**src/rtl/onehot_encoder_pipe.sv**
```systemverilog
// Streaming one-hot to binary encoder: per-segment partial encode, then combine.
// Non-one-hot inputs are flagged on m_err and counted in a saturating counter.
`timescale 1ns/1ps
module onehot_encoder_pipe #(
    parameter int WIDTH     = 32,
    parameter int SEGMENTS  = 4,
    parameter int LATENCY   = 2,
    parameter int CNT_WIDTH = 16,
    localparam int WIDTH_LOG = $clog2(WIDTH)
) (
    input  logic                 clk,
    input  logic                 rst_n,
    input  logic                 s_vld,
    output logic                 s_rdy,
    input  logic [WIDTH-1:0]     s_dat,
    output logic                 m_vld,
    input  logic                 m_rdy,
    output logic [WIDTH_LOG-1:0] m_idx,
    output logic                 m_any,
    output logic                 m_err,
    input  logic                 cnt_clr,
    output logic [CNT_WIDTH-1:0] err_cnt
);

    localparam int SEG_W   = WIDTH / SEGMENTS;
    localparam int SEG_LOG = (SEG_W > 1) ? $clog2(SEG_W) : 1;

    if (WIDTH < 2 || (WIDTH & (WIDTH - 1)) != 0) begin : g_bad_width
        $error("onehot_encoder_pipe: WIDTH must be a power of two >= 2");
    end
    if (SEGMENTS < 1 || (SEGMENTS & (SEGMENTS - 1)) != 0 || SEGMENTS > WIDTH / 2) begin : g_bad_seg
        $error("onehot_encoder_pipe: SEGMENTS must be a power of two in [1, WIDTH/2]");
    end
    if (LATENCY != 1 && LATENCY != 2) begin : g_bad_lat
        $error("onehot_encoder_pipe: LATENCY must be 1 or 2");
    end
    if (CNT_WIDTH < 1) begin : g_bad_cnt
        $error("onehot_encoder_pipe: CNT_WIDTH must be >= 1");
    end

    logic [SEGMENTS-1:0][SEG_LOG-1:0] seg_idx_c;
    logic [SEGMENTS-1:0]              seg_any_c;
    logic [SEGMENTS-1:0]              seg_err_c;

    // Indices are OR-ed rather than priority-selected, so a single set bit yields its exact index.
    for (genvar gi = 0; gi < SEGMENTS; gi++) begin : g_seg
        logic [SEG_LOG-1:0] idx;
        logic               seen;
        logic               err;
        always_comb begin
            idx  = '0;
            seen = 1'b0;
            err  = 1'b0;
            for (int j = 0; j < SEG_W; j++) begin
                if (s_dat[gi*SEG_W + j]) begin
                    idx  = idx | SEG_LOG'(j);
                    err  = err | seen;
                    seen = 1'b1;
                end
            end
        end
        assign seg_idx_c[gi] = idx;
        assign seg_any_c[gi] = seen;
        assign seg_err_c[gi] = err;
    end

    logic [SEGMENTS-1:0][SEG_LOG-1:0] cmb_idx;
    logic [SEGMENTS-1:0]              cmb_any;
    logic [SEGMENTS-1:0]              cmb_err;
    logic                             up_vld;
    logic                             out_rdy;
    logic                             out_full_reg;

    assign out_rdy = ~out_full_reg | m_rdy;

    if (LATENCY == 2) begin : g_lat2
        logic [SEGMENTS-1:0][SEG_LOG-1:0] seg_idx_reg;
        logic [SEGMENTS-1:0]              seg_any_reg;
        logic [SEGMENTS-1:0]              seg_err_reg;
        logic                             s1_full_reg;
        logic                             s1_rdy;

        assign s1_rdy = ~s1_full_reg | out_rdy;

        always_ff @(posedge clk or negedge rst_n) begin
            if (!rst_n) begin
                s1_full_reg <= 1'b0;
            end else begin
                s1_full_reg <= (s_vld & s1_rdy) | (s1_full_reg & ~out_rdy);
            end
        end

        always_ff @(posedge clk) begin
            if (s_vld & s1_rdy) begin
                seg_idx_reg <= seg_idx_c;
                seg_any_reg <= seg_any_c;
                seg_err_reg <= seg_err_c;
            end
        end

        assign cmb_idx = seg_idx_reg;
        assign cmb_any = seg_any_reg;
        assign cmb_err = seg_err_reg;
        assign up_vld  = s1_full_reg;
        assign s_rdy   = s1_rdy;
    end else begin : g_lat1
        assign cmb_idx = seg_idx_c;
        assign cmb_any = seg_any_c;
        assign cmb_err = seg_err_c;
        assign up_vld  = s_vld;
        assign s_rdy   = out_rdy;
    end

    logic [WIDTH_LOG-1:0] idx_next;
    logic                 any_next;
    logic                 err_next;
    logic                 seg_seen;

    // Segment number forms the upper index bits; two active segments also means multi-hot.
    always_comb begin
        idx_next = '0;
        any_next = 1'b0;
        err_next = 1'b0;
        seg_seen = 1'b0;
        for (int k = 0; k < SEGMENTS; k++) begin
            if (cmb_any[k]) begin
                idx_next = idx_next | WIDTH_LOG'(k * SEG_W);
                err_next = err_next | seg_seen;
                seg_seen = 1'b1;
            end
            idx_next = idx_next | WIDTH_LOG'(cmb_idx[k]);
            err_next = err_next | cmb_err[k];
            any_next = any_next | cmb_any[k];
        end
    end

    logic [WIDTH_LOG-1:0] m_idx_reg;
    logic                 m_any_reg;
    logic                 m_err_reg;
    logic [CNT_WIDTH-1:0] err_cnt_reg;

    always_ff @(posedge clk or negedge rst_n) begin
        if (!rst_n) begin
            out_full_reg <= 1'b0;
            m_idx_reg    <= '0;
            m_any_reg    <= 1'b0;
            m_err_reg    <= 1'b0;
        end else if (up_vld & out_rdy) begin
            out_full_reg <= 1'b1;
            m_idx_reg    <= idx_next;
            m_any_reg    <= any_next;
            m_err_reg    <= err_next;
        end else if (m_rdy) begin
            out_full_reg <= 1'b0;
        end
    end

    always_ff @(posedge clk or negedge rst_n) begin
        if (!rst_n) begin
            err_cnt_reg <= '0;
        end else if (cnt_clr) begin
            err_cnt_reg <= '0;
        end else if (out_full_reg & m_rdy & m_err_reg & ~(&err_cnt_reg)) begin
            err_cnt_reg <= err_cnt_reg + 1'b1;
        end
    end

    assign m_vld   = out_full_reg;
    assign m_idx   = m_idx_reg;
    assign m_any   = m_any_reg;
    assign m_err   = m_err_reg;
    assign err_cnt = err_cnt_reg;

endmodule
```
**config.mk**
```make
export PLATFORM = sky130hd
export DESIGN_NAME = onehot_encoder_pipe
export DESIGN_NICKNAME = d
export VERILOG_FILES = /design/src/rtl/onehot_encoder_pipe.sv
export SDC_FILE = /design/constraint.sdc
export NUM_CORES = 1
export LEC_CHECK = 0
export CAP_MARGIN = 5
export CORE_MARGIN = 5
export CORE_UTILIZATION = 51
export CTS_CLUSTER_DIAMETER = 30
export CTS_CLUSTER_SIZE = 28
export DETAILED_ROUTE_END_ITERATION = 7
export GPL_ROUTABILITY_DRIVEN = 0
export GPL_TIMING_DRIVEN = 0
export PLACE_DENSITY = 0.94
export SYNTH_ARGS = -nofsm -noshare
export SYNTH_HDL_FRONTEND = slang
export SYNTH_SLANG_ARGS = --single-unit
```
**constraint.sdc**
```tcl
create_clock -name clk -period 5.15 [get_ports clk]
set_clock_uncertainty 0.2 [all_clocks]
set_input_delay 0.7725 -clock clk [delete_from_list [all_inputs] [get_ports clk]]
set_output_delay 0.7725 -clock clk [all_outputs]
set_load 0.005 [all_outputs]
```
Word level (Yosys, flattened, before mapping)
Cells that the tools add are included.
Operators by class
  add/sub/neg operators: 1
  bitwise operators: 49
  reductions and logical operators: 11
  mux-type cells: 87
Operator list (count)
  two-way mux 1 bit: 70
  bitwise OR 1 bit: 36
  two-way mux 16 bit: 2
  adder 16 x 1 -> 16 bit, second input constant: 1
  two-way mux 2 bit: 8
  AND reduction 16 bit: 1
  OR reduction 4 bit: 4
  bitwise OR 5 x 3 -> 5 bit: 3
  two-way mux 3 bit: 4
  two-way mux 5 bit: 2
  OR reduction 2 bit: 4
  bitwise AND 1 bit: 6
  two-way mux 4 bit: 1
  inverter 1 bit: 4
  nonzero test 2 bit: 2
Word-level totals
  input bits: 37
  bits in registers: 45
  output and inout port bits: 25
  word-level logic and storage cells: 171

Depth between registers and ports, before layout
  depth after elaboration: 14
  depth in mapped cells: 7
  mapped depth without buffers: 6

Worst setup path after synthesis
OpenSTA, ideal clock, no wires.
  kind: input port to flip-flop
  from: input port s_dat[27]
  to: register g_lat2.seg_err_reg[3] (netlist: cmb_err[3]) (data pin)
  library setup time: 0.272 ns
  data required time: 4.678 ns
  buffers on the path: 0
  cell stages on the path: 5
  arrival: 1.978 ns
  setup slack: 2.700 ns
  path through: or3_1 -> or2_2 -> maj3_1 -> nor3_1 -> a21oi_1
On the way
  cells in the longest elaborated chain, start to end: 9
  elaborated cells on any way between the ends: 13
  classes of those cells: mux: 9; bitwise: 4
RTL lines
  start: declaration: line 15  | input logic [WIDTH-1:0] s_dat,
  two-way mux 1 bit: line 55  | if (s_dat[gi*SEG_W + j]) begin
  bitwise OR 1 bit: line 57  | err = err | seen;
  two-way mux 1 bit: line 55
  bitwise OR 1 bit: line 57
  two-way mux 1 bit: line 55
  bitwise OR 1 bit: line 57
  two-way mux 1 bit: line 55
  bitwise OR 1 bit: line 57
  two-way mux 1 bit (*): line 55
  named net g_seg[3].err: line 49  | logic err;
  end signal: assignment: line 97  | seg_err_reg <= seg_err_c;
  end: declaration: line 79  | logic [SEGMENTS-1:0] seg_err_reg;
The timed path passes the listed nets; every way through them passes the cells marked *.
A chain may end at the register's enable or synchronous reset.

Worst setup path after layout
  from: input port m_rdy
  to: output port s_rdy
On the way
  cells in the longest elaborated chain, start to end: 2
RTL lines
  start: declaration: line 17  | input logic m_rdy,
  bitwise OR 1 bit: line 74  | assign out_rdy = ~out_full_reg | m_rdy;
  bitwise OR 1 bit: line 83  | assign s1_rdy = ~s1_full_reg | out_rdy;
  end: declaration: line 14  | output logic s_rdy,
No other way between the ends.

==> run_results.csv <==
group,metric,value,unit
clocking,cts_buffers,5,
placement,io_buffers,60,
detailed_routing,final_antenna_net_count,0,
clocking,cts.clk_slew.worst_paths,0.08,ns
logic_synthesis,syn-instance-count,206,
layout,layout_commonest_cell,"clkdlybuf4s50_1",
die,initial_core_util,52.0,%
run_status,outcome,"finished clean",
timing,finalSetupViolations,0,
timing,grt_setup_unrepaired,"false",
timing,finalCriticalPeriod,2.95,ns
critical_path,critPathMaxFanout,4,
timing,timing.hold.ws,0.298,ns
grt,grt_pass1_wl,8380,µm
layout,layout_common_cells,"clkdlybuf4s50_1 (60), nor2_1 (31), dfrtp_1 (25)",
logic_synthesis,yosys-top-cells-area,"dfrtp_1 (28%), edfxtp_1 (27%), nor2_1 (5.2%)",
detailed_routing,drc,0,
power_and_ir_drop,power.density,238,nW/µm²
grt,overflow,0,
layout,nFillCells,346,
clocking,max-clock-path-buffers,2,
clocking,clockRootBuffer,"clkbuf_8",
timing,relSlewSlack,26.5,%
logic_synthesis,synth_nets,244,
logic_synthesis,avgSynthCellArea,10.8,µm²
grt,antenna_found_initial,0,
clocking,clock_sinks,45,
logic_synthesis,yosysWarnings,0,
detailed_routing,wl_per_cell,14.9,µm
detailed_routing,avgViaCountPerCell,5.71,
detailed_routing,drt_iter0_drc,114,
grt,grt_pass1_vias,1856,
logic_synthesis,syn-cell-area,2230,µm²
critical_path,cp.required,4.18,ns
die,pin_count,62,
die,die_w,76.1,µm
clocking,htree_levels,2,
detailed_routing,finalWirelength,4850,µm
logic_synthesis,yosysSeqAreaShare,55.0,%
die,rows,24,
timing,setup_tns,0,ns
detailed_routing,dr.pass1.iters,4,
run,maxCapViolations,0,
layout,n_antenna_cell,0,
clocking,clock_latency,0.29,ns
clocking,cts_hold_buffers,0,
timing,final_max_slew_viol_count,0,
timing,tightest_slew,1.10,ns
die,fp.dieH,76.1,µm
grt,grt_max_degree,26,
hold_path,holdCritPathClass,"flop to flop",
power_and_ir_drop,leakagePower,0.00102,µW
logic_synthesis,synthFlopType,"dfrtp_1",
layout,area_growth,33.4,%
clocking,cts_setup_buffers,0,
layout,fin_nets,311,
logic_synthesis,synthArstFlopShare,55.6,%
timing,final_hold_viol_count,0,
critical_path,crit_path_end_kind,"output pin",
critical_path,worstSetupPathType,"input pin to output pin",
logic_synthesis,synth_edf_count,20,
critical_path,cp.arrival,1.97,ns
logic_synthesis,ys_ff_latch,45,
layout,largest_reg_flops,16,
layout,drive_gt1_share,6.20,%
die,core,4290,µm²
detailed_routing,vias,1862,
logic_synthesis,synth_cell_types,36,
layout,fin_cells,326,
logic_synthesis,yosysTopAreaCell,"dfrtp_1",
grt,grt_use_total,17.4,%
clocking,cts_tree,"yes",
placement,dp_hpwl,3810,µm
logic_synthesis,synth_top_area_share,28.0,%
timing,fin_crit_sh,57.2,%
placement,dpl.cell_count,318,
critical_path,cp-start-kind,"input pin",
timing,fmax,339,MHz
clocking,cts-resized-gates,0,
die,dieArea,5800,µm²
power_and_ir_drop,ir_worst_vdd,0.145,mV
-- synthesized netlist by cell type, types with 4 or more instances --
master     count
a2111oi_0      4
dfrtp_1       25
edfxtp_1      20
maj3_1         9
nand2_1       11
nand2b_1       7
nand3_1        6
nor2_1        31
nor3_1         6
nor4_1         9
o21ai_0       13
or2_2          6
or3_1          4
or4_1         11
xor2_1        11
-- per-stage QoR --
| stage | instance area [µm²] | worst slack (ns) | total power, µW | util [%] |
|---|---|---|---|---|
| after floorplan | 2230 | 2.70 | 442 | - |
| after global placement | 2900 | 2.17 | 508 | 67.5 |
| after detailed placement | 2900 | 2.09 | 513 | 67.5 |
| after CTS | 2980 | 2.20 | 713 | 69.3 |
| after global routing | 2980 | 2.16 | 742 | 69.3 |
| final | 2980 | 2.20 | 707 | 69.3 |
-- cells by family after synthesis --
family | share of synthesized area (%)
XOR/XNOR | 5.50
AND/OR/NAND/NOR | 24.3
multiplexers | 0.449
flip-flops | 55.0
adder cells (fa/ha/maj) | 4.60
AO/OA/AOI/OAI | 8.64
buffers and inverters | 1.51
-- worst paths after layout --
path / endpoint / cells past startpoint / from / slack [ns]
worst max-delay path: s_rdy / 3 / m_rdy / 2.20
worst min-delay path: m_idx[3]$_DFFE_PN0P_ / 2 / m_idx[3]$_DFFE_PN0P_ / 0.30
worst max register to register: err_cnt[4]$_DFFE_PN0P_ / 7 / err_cnt[0]$_DFFE_PN0P_ / 2.73
worst min register to register: m_idx[3]$_DFFE_PN0P_ / 2 / m_idx[3]$_DFFE_PN0P_ / 0.30
max in group asynchronous: m_idx[0]$_DFFE_PN0P_ / 1 / rst_n / 3.21
min in group asynchronous: err_cnt[5]$_DFFE_PN0P_ / 1 / rst_n / 0.87
-- per-layer routing --
layer / global-route usage (%) / part of all wire (%)
met1: 19.2 / 38
met2: 31.6 / 52
met3: 5.20 / 8.2
met4: 5.77 / 1.8
met5: 0 / 0
-- critical path: stages --
cell and delay [ns]:
clkdlybuf4s50_1 0.51, nand3b_1 0.17, clkdlybuf4s50_1 0.52
-- layout make-up --
class                           instances  area [µm²]  area share, %
Buffer                                  5        26.3          0.883
Multi-Input combinational cell        154         971           32.6
Inverter                                2        7.51          0.252
Clock inverter                          1        3.75          0.126
Timing Repair Buffer                   60         601           20.2
Tap cell                               52        65.1           2.19
Clock buffer                            7        76.3           2.56
Sequential cell                        45        1230           41.2
-- report_power, final --
part | switching [µW] | internal (µW) | total (µW)
Sequential | 11.3 | 391 | 402
Combinational | 44.8 | 58.2 | 103
Clock | 108 | 94.4 | 202
Total | 164 | 543 | 707
No activity file was read; power rests on OpenSTA's default activity.
